**src/rtl/load_store_unit_pkg.sv**
```systemverilog
// Shared definitions for the load/store unit: opcode encodings, FSM state
// type, access-size decode and helper predicates used by the FSM and lane mux.
package load_store_unit_pkg;

  localparam int DATA_W = 32;
  localparam int OP_W   = 6;

  localparam logic [OP_W-1:0] OPCODE_LB  = 6'h01;
  localparam logic [OP_W-1:0] OPCODE_LBU = 6'h02;
  localparam logic [OP_W-1:0] OPCODE_LH  = 6'h03;
  localparam logic [OP_W-1:0] OPCODE_LHU = 6'h04;
  localparam logic [OP_W-1:0] OPCODE_LW  = 6'h05;
  localparam logic [OP_W-1:0] OPCODE_SB  = 6'h09;
  localparam logic [OP_W-1:0] OPCODE_SH  = 6'h0A;
  localparam logic [OP_W-1:0] OPCODE_SW  = 6'h0B;

  typedef enum logic [1:0] {
    IDLE   = 2'd0,
    ACCESS = 2'd1,
    DONE   = 2'd2
  } lsu_state_t;

  typedef enum logic [1:0] {
    SIZE_B    = 2'd0,
    SIZE_H    = 2'd1,
    SIZE_W    = 2'd2,
    SIZE_NONE = 2'd3
  } lsu_size_t;

  function automatic lsu_size_t op_size(input logic [OP_W-1:0] op);
    case (op)
      OPCODE_LB, OPCODE_LBU, OPCODE_SB: op_size = SIZE_B;
      OPCODE_LH, OPCODE_LHU, OPCODE_SH: op_size = SIZE_H;
      OPCODE_LW, OPCODE_SW:             op_size = SIZE_W;
      default:                          op_size = SIZE_NONE;
    endcase
  endfunction

  function automatic logic op_is_load(input logic [OP_W-1:0] op);
    op_is_load = (op == OPCODE_LB) || (op == OPCODE_LBU) || (op == OPCODE_LH) ||
                 (op == OPCODE_LHU) || (op == OPCODE_LW);
  endfunction

  function automatic logic op_is_store(input logic [OP_W-1:0] op);
    op_is_store = (op == OPCODE_SB) || (op == OPCODE_SH) || (op == OPCODE_SW);
  endfunction

  function automatic logic op_supported(input logic [OP_W-1:0] op);
    op_supported = (op_size(op) != SIZE_NONE);
  endfunction

  // Halfwords must sit on an even byte, words on a 4-byte boundary.
  function automatic logic op_misaligned(input logic [OP_W-1:0] op, input logic [1:0] lo);
    case (op_size(op))
      SIZE_H:  op_misaligned = lo[0];
      SIZE_W:  op_misaligned = (lo != 2'b00);
      default: op_misaligned = 1'b0;
    endcase
  endfunction

endpackage

```
**src/rtl/load_store_unit_lane.sv**
```systemverilog
// Combinational lane packing/extraction for the load/store unit.
// Stores: byte/half replication across the word plus the matching byteenable.
// Loads: select the addressed lane and sign- or zero-extend it. Address bits
// below the access size are ignored, so a misaligned access uses the aligned lane.
module lsu_lane_mux
  import load_store_unit_pkg::*;
(
  input  logic [OP_W-1:0]   opcode,
  input  logic [1:0]        addr,
  input  logic [DATA_W-1:0] store_data,
  input  logic [DATA_W-1:0] readdata,
  output logic [3:0]        byteenable,
  output logic [DATA_W-1:0] writedata,
  output logic [DATA_W-1:0] load_data_next
);

  logic [7:0]  rd_byte;
  logic [15:0] rd_half;

  // Pick the addressed byte and halfword out of the read word.
  always_comb begin
    rd_byte = readdata[7:0];
    case (addr)
      2'd0: rd_byte = readdata[7:0];
      2'd1: rd_byte = readdata[15:8];
      2'd2: rd_byte = readdata[23:16];
      2'd3: rd_byte = readdata[31:24];
      default: rd_byte = readdata[7:0];
    endcase
    rd_half = addr[1] ? readdata[31:16] : readdata[15:0];
  end

  // Byte enables and write data depend only on access size; load extension on opcode.
  always_comb begin
    byteenable     = 4'b0000;
    writedata      = '0;
    load_data_next = '0;
    case (op_size(opcode))
      SIZE_B: begin
        byteenable = 4'b0001 << addr;
        writedata  = {4{store_data[7:0]}};
      end
      SIZE_H: begin
        byteenable = addr[1] ? 4'b1100 : 4'b0011;
        writedata  = {2{store_data[15:0]}};
      end
      SIZE_W: begin
        byteenable = 4'b1111;
        writedata  = store_data;
      end
      default: begin
        byteenable = 4'b0000;
        writedata  = '0;
      end
    endcase
    case (opcode)
      OPCODE_LB:  load_data_next = {{24{rd_byte[7]}}, rd_byte};
      OPCODE_LBU: load_data_next = {24'd0, rd_byte};
      OPCODE_LH:  load_data_next = {{16{rd_half[15]}}, rd_half};
      OPCODE_LHU: load_data_next = {16'd0, rd_half};
      OPCODE_LW:  load_data_next = readdata;
      default:    load_data_next = '0;
    endcase
  end

endmodule

```
**src/rtl/load_store_unit.sv**
```systemverilog
// Load/store unit: accepts one LB/LBU/LH/LHU/LW/SB/SH/SW request at a time and
// runs it as a single Avalon-style transfer (read/write held while waitrequest).
// Optional build macro LSU_MISALIGN_ERR_EN: misaligned halfword/word accesses
// skip the bus and complete with err=1. Without it, misalignment is ignored.
module load_store_unit
  import load_store_unit_pkg::*;
(
  input  logic              clk,
  input  logic              reset,
  input  logic              start,
  input  logic [OP_W-1:0]   opcode,
  input  logic [DATA_W-1:0] addr,
  input  logic [DATA_W-1:0] store_data,
  output logic              busy,
  output logic              done,
  output logic [DATA_W-1:0] load_data,
  output logic              err,
  output logic [DATA_W-1:0] address,
  output logic              read,
  output logic              write,
  output logic [3:0]        byteenable,
  output logic [DATA_W-1:0] writedata,
  input  logic              waitrequest,
  input  logic [DATA_W-1:0] readdata
);

  lsu_state_t        state;
  lsu_state_t        state_next;
  logic [OP_W-1:0]   opcode_r;
  logic [DATA_W-1:0] addr_r;
  logic [DATA_W-1:0] store_data_r;
  logic [DATA_W-1:0] load_data_r;
  logic              err_r;
  logic              bad_req;
  logic [3:0]        be_mux;
  logic [DATA_W-1:0] wd_mux;
  logic [DATA_W-1:0] ld_next;

  lsu_lane_mux u_lane (
    .opcode         (opcode_r),
    .addr           (addr_r[1:0]),
    .store_data     (store_data_r),
    .readdata       (readdata),
    .byteenable     (be_mux),
    .writedata      (wd_mux),
    .load_data_next (ld_next)
  );

  // Classify the incoming request: requests that cannot go on the bus finish with err.
  always_comb begin
    bad_req = !op_supported(opcode);
`ifdef LSU_MISALIGN_ERR_EN
    bad_req = bad_req || op_misaligned(opcode, addr[1:0]);
`else
    bad_req = bad_req;
`endif
  end

  // State register; reset aborts any transfer in flight.
  always_ff @(posedge clk or posedge reset) begin
    if (reset) state <= IDLE;
    else       state <= state_next;
  end

  // Next-state logic: start only honoured in IDLE, bus transfer ends on first waitrequest=0.
  always_comb begin
    state_next = state;
    case (state)
      IDLE:    if (start) state_next = bad_req ? DONE : ACCESS;
      ACCESS:  if (!waitrequest) state_next = DONE;
      DONE:    state_next = IDLE;
      default: state_next = IDLE;
    endcase
  end

  // Request capture in IDLE and load result capture on the completing bus cycle.
  always_ff @(posedge clk or posedge reset) begin
    if (reset) begin
      opcode_r     <= '0;
      addr_r       <= '0;
      store_data_r <= '0;
      load_data_r  <= '0;
      err_r        <= 1'b0;
    end else begin
      if (state == IDLE && start) begin
        opcode_r     <= opcode;
        addr_r       <= addr;
        store_data_r <= store_data;
        err_r        <= bad_req;
      end
      if (state == ACCESS && !waitrequest && op_is_load(opcode_r))
        load_data_r <= ld_next;
    end
  end

  // Outputs decoded from state so read/write drop the moment reset asserts.
  always_comb begin
    busy       = (state == ACCESS) || (state == DONE);
    done       = (state == DONE);
    err        = (state == DONE) && err_r;
    read       = (state == ACCESS) && op_is_load(opcode_r);
    write      = (state == ACCESS) && op_is_store(opcode_r);
    byteenable = (state == ACCESS) ? be_mux : 4'b0000;
    address    = {addr_r[DATA_W-1:2], 2'b00};
    writedata  = wd_mux;
    load_data  = load_data_r;
  end

endmodule

```
**config.mk**
```make
export PLATFORM = sky130hd
export DESIGN_NAME = load_store_unit
export DESIGN_NICKNAME = d
export VERILOG_FILES = /design/src/rtl/load_store_unit_pkg.sv /design/src/rtl/load_store_unit_lane.sv /design/src/rtl/load_store_unit.sv
export SDC_FILE = /design/constraint.sdc
export NUM_CORES = 1
export LEC_CHECK = 0
export CORE_MARGIN = 3
export CORE_UTILIZATION = 44
export DETAILED_ROUTE_END_ITERATION = 8
export GPL_TIMING_DRIVEN = 0
export HOLD_SLACK_MARGIN = 0.03
export PLACE_DENSITY = 0.84
export SLEW_MARGIN = 0
export SYNTH_ARGS = -nofsm -noshare
export SYNTH_HDL_FRONTEND = slang
export SYNTH_SLANG_ARGS = --single-unit
```
**constraint.sdc**
```tcl
create_clock -name clk -period 5 [get_ports clk]
set_clock_uncertainty 0.2 [all_clocks]
set_input_delay 1 -clock clk [delete_from_list [all_inputs] [get_ports clk]]
set_output_delay 1 -clock clk [all_outputs]
set_load 0.03 [all_outputs]
```
Word level (Yosys, flattened, before mapping)
Memories as Yosys holds them, arrays and structs flattened.
Index checks and enable logic that the tools add are counted.
- register bits after elaboration: 105
- memory bits (read-only): 64
- input bits: 106
- output and inout port bits: 105
- logic and storage cells: 61
- memories kept: 2
- eq/ne operators: 18
- shifts and indexed selects: 1
- muxes and demuxes: 13
- reduce and logical (&&, ||, !) cells: 21
- memory list (name ; words ; bits a word ; read ports ; clocked after Yosys merged registers in ; write ports ; line ; text):
    (no name shown) ; 16 ; 2 ; 1 ; 0 ; 0 ; load_store_unit_pkg.sv:31 ; case (op)
    (no name shown) ; 16 ; 2 ; 1 ; 0 ; 0 ; load_store_unit_pkg.sv:31 ;
- operators by type and width (cell ; count):
    one-hot mux 32 bit (5 select lines) ; 1
    one-hot mux 32 bit (3 select lines) ; 1
    one-hot mux 8 bit (4 select lines) ; 1
    == test 6 x 4 -> 1 bit, second input constant ; 3
    2-to-1 mux 16 bit ; 1
    == test 6 x 2 -> 1 bit, second input constant ; 2
    == test 6 x 3 -> 1 bit, second input constant ; 2
    one-hot mux 4 bit (3 select lines) ; 1
    logical NOT 2 bit ; 5
    2-to-1 mux 2 bit ; 5
    == test 2 bit, second input constant ; 4
    2-to-1 mux 4 bit ; 2
    logical OR 1 bit ; 7
    == test 2 x 1 -> 1 bit, second input constant ; 3
    == test 6 x 1 -> 1 bit, second input constant ; 1
    logical AND 1 bit ; 6
    inequality test 2 bit, second input constant ; 3
    one-hot mux 2 bit (2 select lines) ; 1
    left shift 1 x 2 -> 4 bit, first input constant ; 1
    logical NOT 1 bit ; 2
    AND reduction 2 bit ; 1

Longest topological paths before layout
- depth in word-level cells: 6
- mapped depth: 9
- gate-level depth less buffers: 7

Cells and area by module
A second synthesis with hierarchy kept.
- cells, all modules: 494
- area total of the unflattened synthesis: 5835.6 um^2
- by module, submodules not included (module ; instances ; cells an instance ; area each (um^2)):
    load_store_unit ; 1 ; 293 ; 4369.2
    lsu_lane_mux ; 1 ; 201 ; 1466.4

Least setup slack after synthesis
No wires, ideal clock.
- kind: flip-flop to output port
- from: register opcode_r[0]
- to: output port writedata[30]
- data arrival time: 2.090 ns
- path slack: 1.710 ns
- cell stages (with the launch flop): 8
- cells stage by stage: dfrtp_1 -> inv_1 -> ha_1 -> nor2b_1 -> o21bai_1 -> nand2_2 -> mux2i_1 -> o22ai_1
- cells in the longest elaborated chain, start to end: 4
- elaborated cells between the ends (all ways): 6
- ends and longest elaborated chain (element ; line ; text):
    start: declaration ; load_store_unit.sv:29 ; logic [OP_W-1:0] opcode_r;
    start signal: assignment ; load_store_unit.sv:86 ; opcode_r <= opcode;
    memory (16 x 2 bit) (*) ; - ;
    2-to-1 mux 2 bit (*) ; load_store_unit_pkg.sv:31 ;
    == test 2 bit, or another cell as far along ; load_store_unit_lane.sv:38 ; case (op_size(opcode))
    one-hot mux 32 bit (3 select lines) (*) ; load_store_unit_lane.sv:38 ;
    end: declaration ; load_store_unit.sv:22 ; output logic [DATA_W-1:0] writedata,
Mark *: on every way between the ends. The rest lies on a longest branch, timed or not.

Worst setup path after layout
- from: register opcode_r[0]
- to: output port writedata[22]
The elaborated chain is that of the path after synthesis.

==> flow_metrics.py <==
metrics = {
    "status": {
        "status": "completed",
    },
    "logic_synthesis": {
        "synth_area_leaders": "dfrtp_1 48%, mux2_2 14%, buf_4 4.4%",
        "syn_avg_cell_area_sq_um": 11.6,
        "syn-instance-count": 472,
        "yosysUniqueCellTypes": 48,
        "synth_area_sq_um": 5460,
        "yosys.area.top_type": "dfrtp_1",
        "ys_dominant_reg_cell": "dfrtp_1",
        "ys_seq_area_share_pct": 48.2,
        "synth_top_area_share_pct": 48.2,
        "async_flop_share_pct": 100,
        "yosys_register_bits": 105,
        "ys_warn_count": 0,
        "synth-edff-count": 0,
    },
    "timing": {
        "relSlewSlack_pct": 53.0,
        "fin_crit_ns": 4.48,
        "fin_crit_sh_pct": 89.7,
        "setup_slack_ns": 0.516,
        "setup_viol": 0,
        "timing.hold.ws_ns": 0.280,
        "rsz0062_at_grt": "false",
        "worst_pin_slew_ns": 0.702,
        "slew_violations": 0,
        "fmax_ghz": 0.223,
        "hold_viol": 0,
        "final.setup.tns_ns": 0,
    },
    "layout": {
        "final_common_cell": "clkdlybuf4s50_1",
        "final_cell_mix": "208 x clkdlybuf4s50_1, 105 x dfrtp_1, 68 x mux2_2",
        "fin_nets": 810,
        "antennaDiodeCount": 0,
        "utilization_pct": 67.3,
        "design_area_sq_um": 8110,
        "area_growth_pct": 48.7,
        "layout-drive-gt1-share_pct": 21.2,
    },
    "global_routing": {
        "antenna_found_initial": 0,
        "grt_overflow": 0,
        "grtUsageTotal_pct": 23.3,
        "grt_max_degree": 60,
        "grt_pass1_vias": 4876,
        "grt_pass1_wl_um": 25800,
    },
    "worst_setup_path": {
        "critical_path_arrival_ns": 3.28,
        "worst-setup-path-type": "register to output pin",
        "start_kind": "register",
        "crit_fanout": 10,
        "critPathRequiredTime_ns": 3.80,
        "end_kind": "output pin",
    },
    "die": {
        "die_area_sq_um": 13800,
        "rows": 40,
        "fp.dieH_um": 117,
        "start_util_pct": 45.2,
        "coreArea_sq_um": 12100,
        "pin_count": 211,
        "die_x_um": 117,
    },
    "detailed_routing": {
        "vias": 4633,
        "first_pass_iters": 5,
        "wl_per_cell_um": 18.6,
        "post_drt_via_cell_ratio": 5.35,
        "route.detailed.drc": 0,
        "wirelength_um": 16100,
        "drt_iter0_markers": 329,
        "antenna_left": 0,
    },
    "cts": {
        "post_cts_buffers": 0,
        "cts-root-buf": "clkbuf_16",
        "htreeDepth": 3,
        "clock_path_buffers": 2,
        "cts.repair.resized": 0,
        "clock_latency_ns": 0.34,
        "hold_buffers": 0,
        "cts_tree": "yes",
        "cts_inserted_buffers": 9,
        "clkTransAtPathRegs_ns": 0.07,
        "cts.sinks": 105,
    },
    "pwr": {
        "irDropWorstVdd_mv": 0.375,
        "p_per_area_nw_per_um2": 650,
        "power_leakage_nw": 3.40,
    },
    "placed_design": {
        "hpwl_um": 12500,
        "postPlaceCellArea_sq_um": 7780,
        "gp_congestion": 0.952,
        "port_buffers": 208,
        "pre_cts_ws_ns": 0.895,
    },
    "min_path": {
        "hold_path.class": "register to register",
    },
    "flow_run": {
        "maxCapViolCount": 0,
    },
}
[per-stage QoR]
stage          cells  power, mW
3_5_place_dp     850       4.52
5_1_grt          866       5.58
4_1_cts          866       5.31
6_report         866       5.27
3_3_place_gp     849       4.44
2_1_floorplan    473       3.44
[metal layers]
metal	wire length, um	vias to the layer above	part of all wire [%]	track usage [%]
met5	0	-	0	0
met4	403	0	2.5	8.36
met3	1330	32	8.2	6.17
met2	8090	227	50	40.4
met1	6320	2266	39	27.9
li1	-	2108	-	-
[path summary, 6_finish.rpt]
path                        startpoint  slack, ns  depth (start not counted)                to
setup / recovery           opcode_r[0]       0.52                          8     writedata[22]
hold / removal                   err_r       0.28                          2             err_r
setup reg to reg           opcode_r[0]       2.41                          8      load_data[6]
min in group asynchronous        reset       0.89                          2        addr_r[20]
max in group asynchronous        reset       3.00                          3  store_data_r[15]
hold reg to reg                  err_r       0.28                          2             err_r
[kinds of logic (layout without fill, tap and decap cells)]
logic type	Yosys count	in the layout	share of synthesized area [%]
buf+inv	68	293	7.50
mux	87	87	19.1
other cells	1	2	0.0687
compound gates	104	104	14.3
fa+ha+maj	11	11	2.52
simple gates	96	96	8.35
flops	105	105	48.2
[area by class of cell]
class,instances,area (sq um)
inverters,12,47.5
repair buffers,209,2110
clock buffers,10,239
plain buffers,56,364
multi-input cells,300,2420
clock inverters,6,91.3
well taps,168,210
flip-flops and latches,105,2630
fillers,929,3950
[flip-flops by register name, indices dropped and copies added, names as in the netlist]
name          cells
store_data_r     32
load_data        32
state             2
addr_r           32
err_r             1
opcode_r          6
[worst max-delay path: stages (launching register included)]
cell	delay [ns]
dfrtp_1	0.42
inv_1	0.12
ha_1	0.23
nor2b_1	0.30
o31a_1	0.22
o21ai_2	0.16
nor2_1	0.56
a22o_1	0.24
clkdlybuf4s50_1	0.68
[Yosys cell counts (4+ instances only)]
cell and count:
inv_1 12, nor2_1 28, a22o_1 25, ha_1 11, a21oi_1 31, mux4_2 7
buf_4 32, a222oi_1 8, o22a_1 9, o21ai_0 6, mux2i_1 11, nand2_1 33
o22ai_1 9, and2_1 10, nand2b_1 4, buf_2 9, clkbuf_1 12, mux2_2 68
dfrtp_1 105
[power by group]
part	switching [mW]	total, mW	internal [mW]
clock	0.319	0.773	0.454
sequential	0.262	1.50	1.23
combinational	1.57	3.00	1.44
Power figures use the tool's default switching activity.
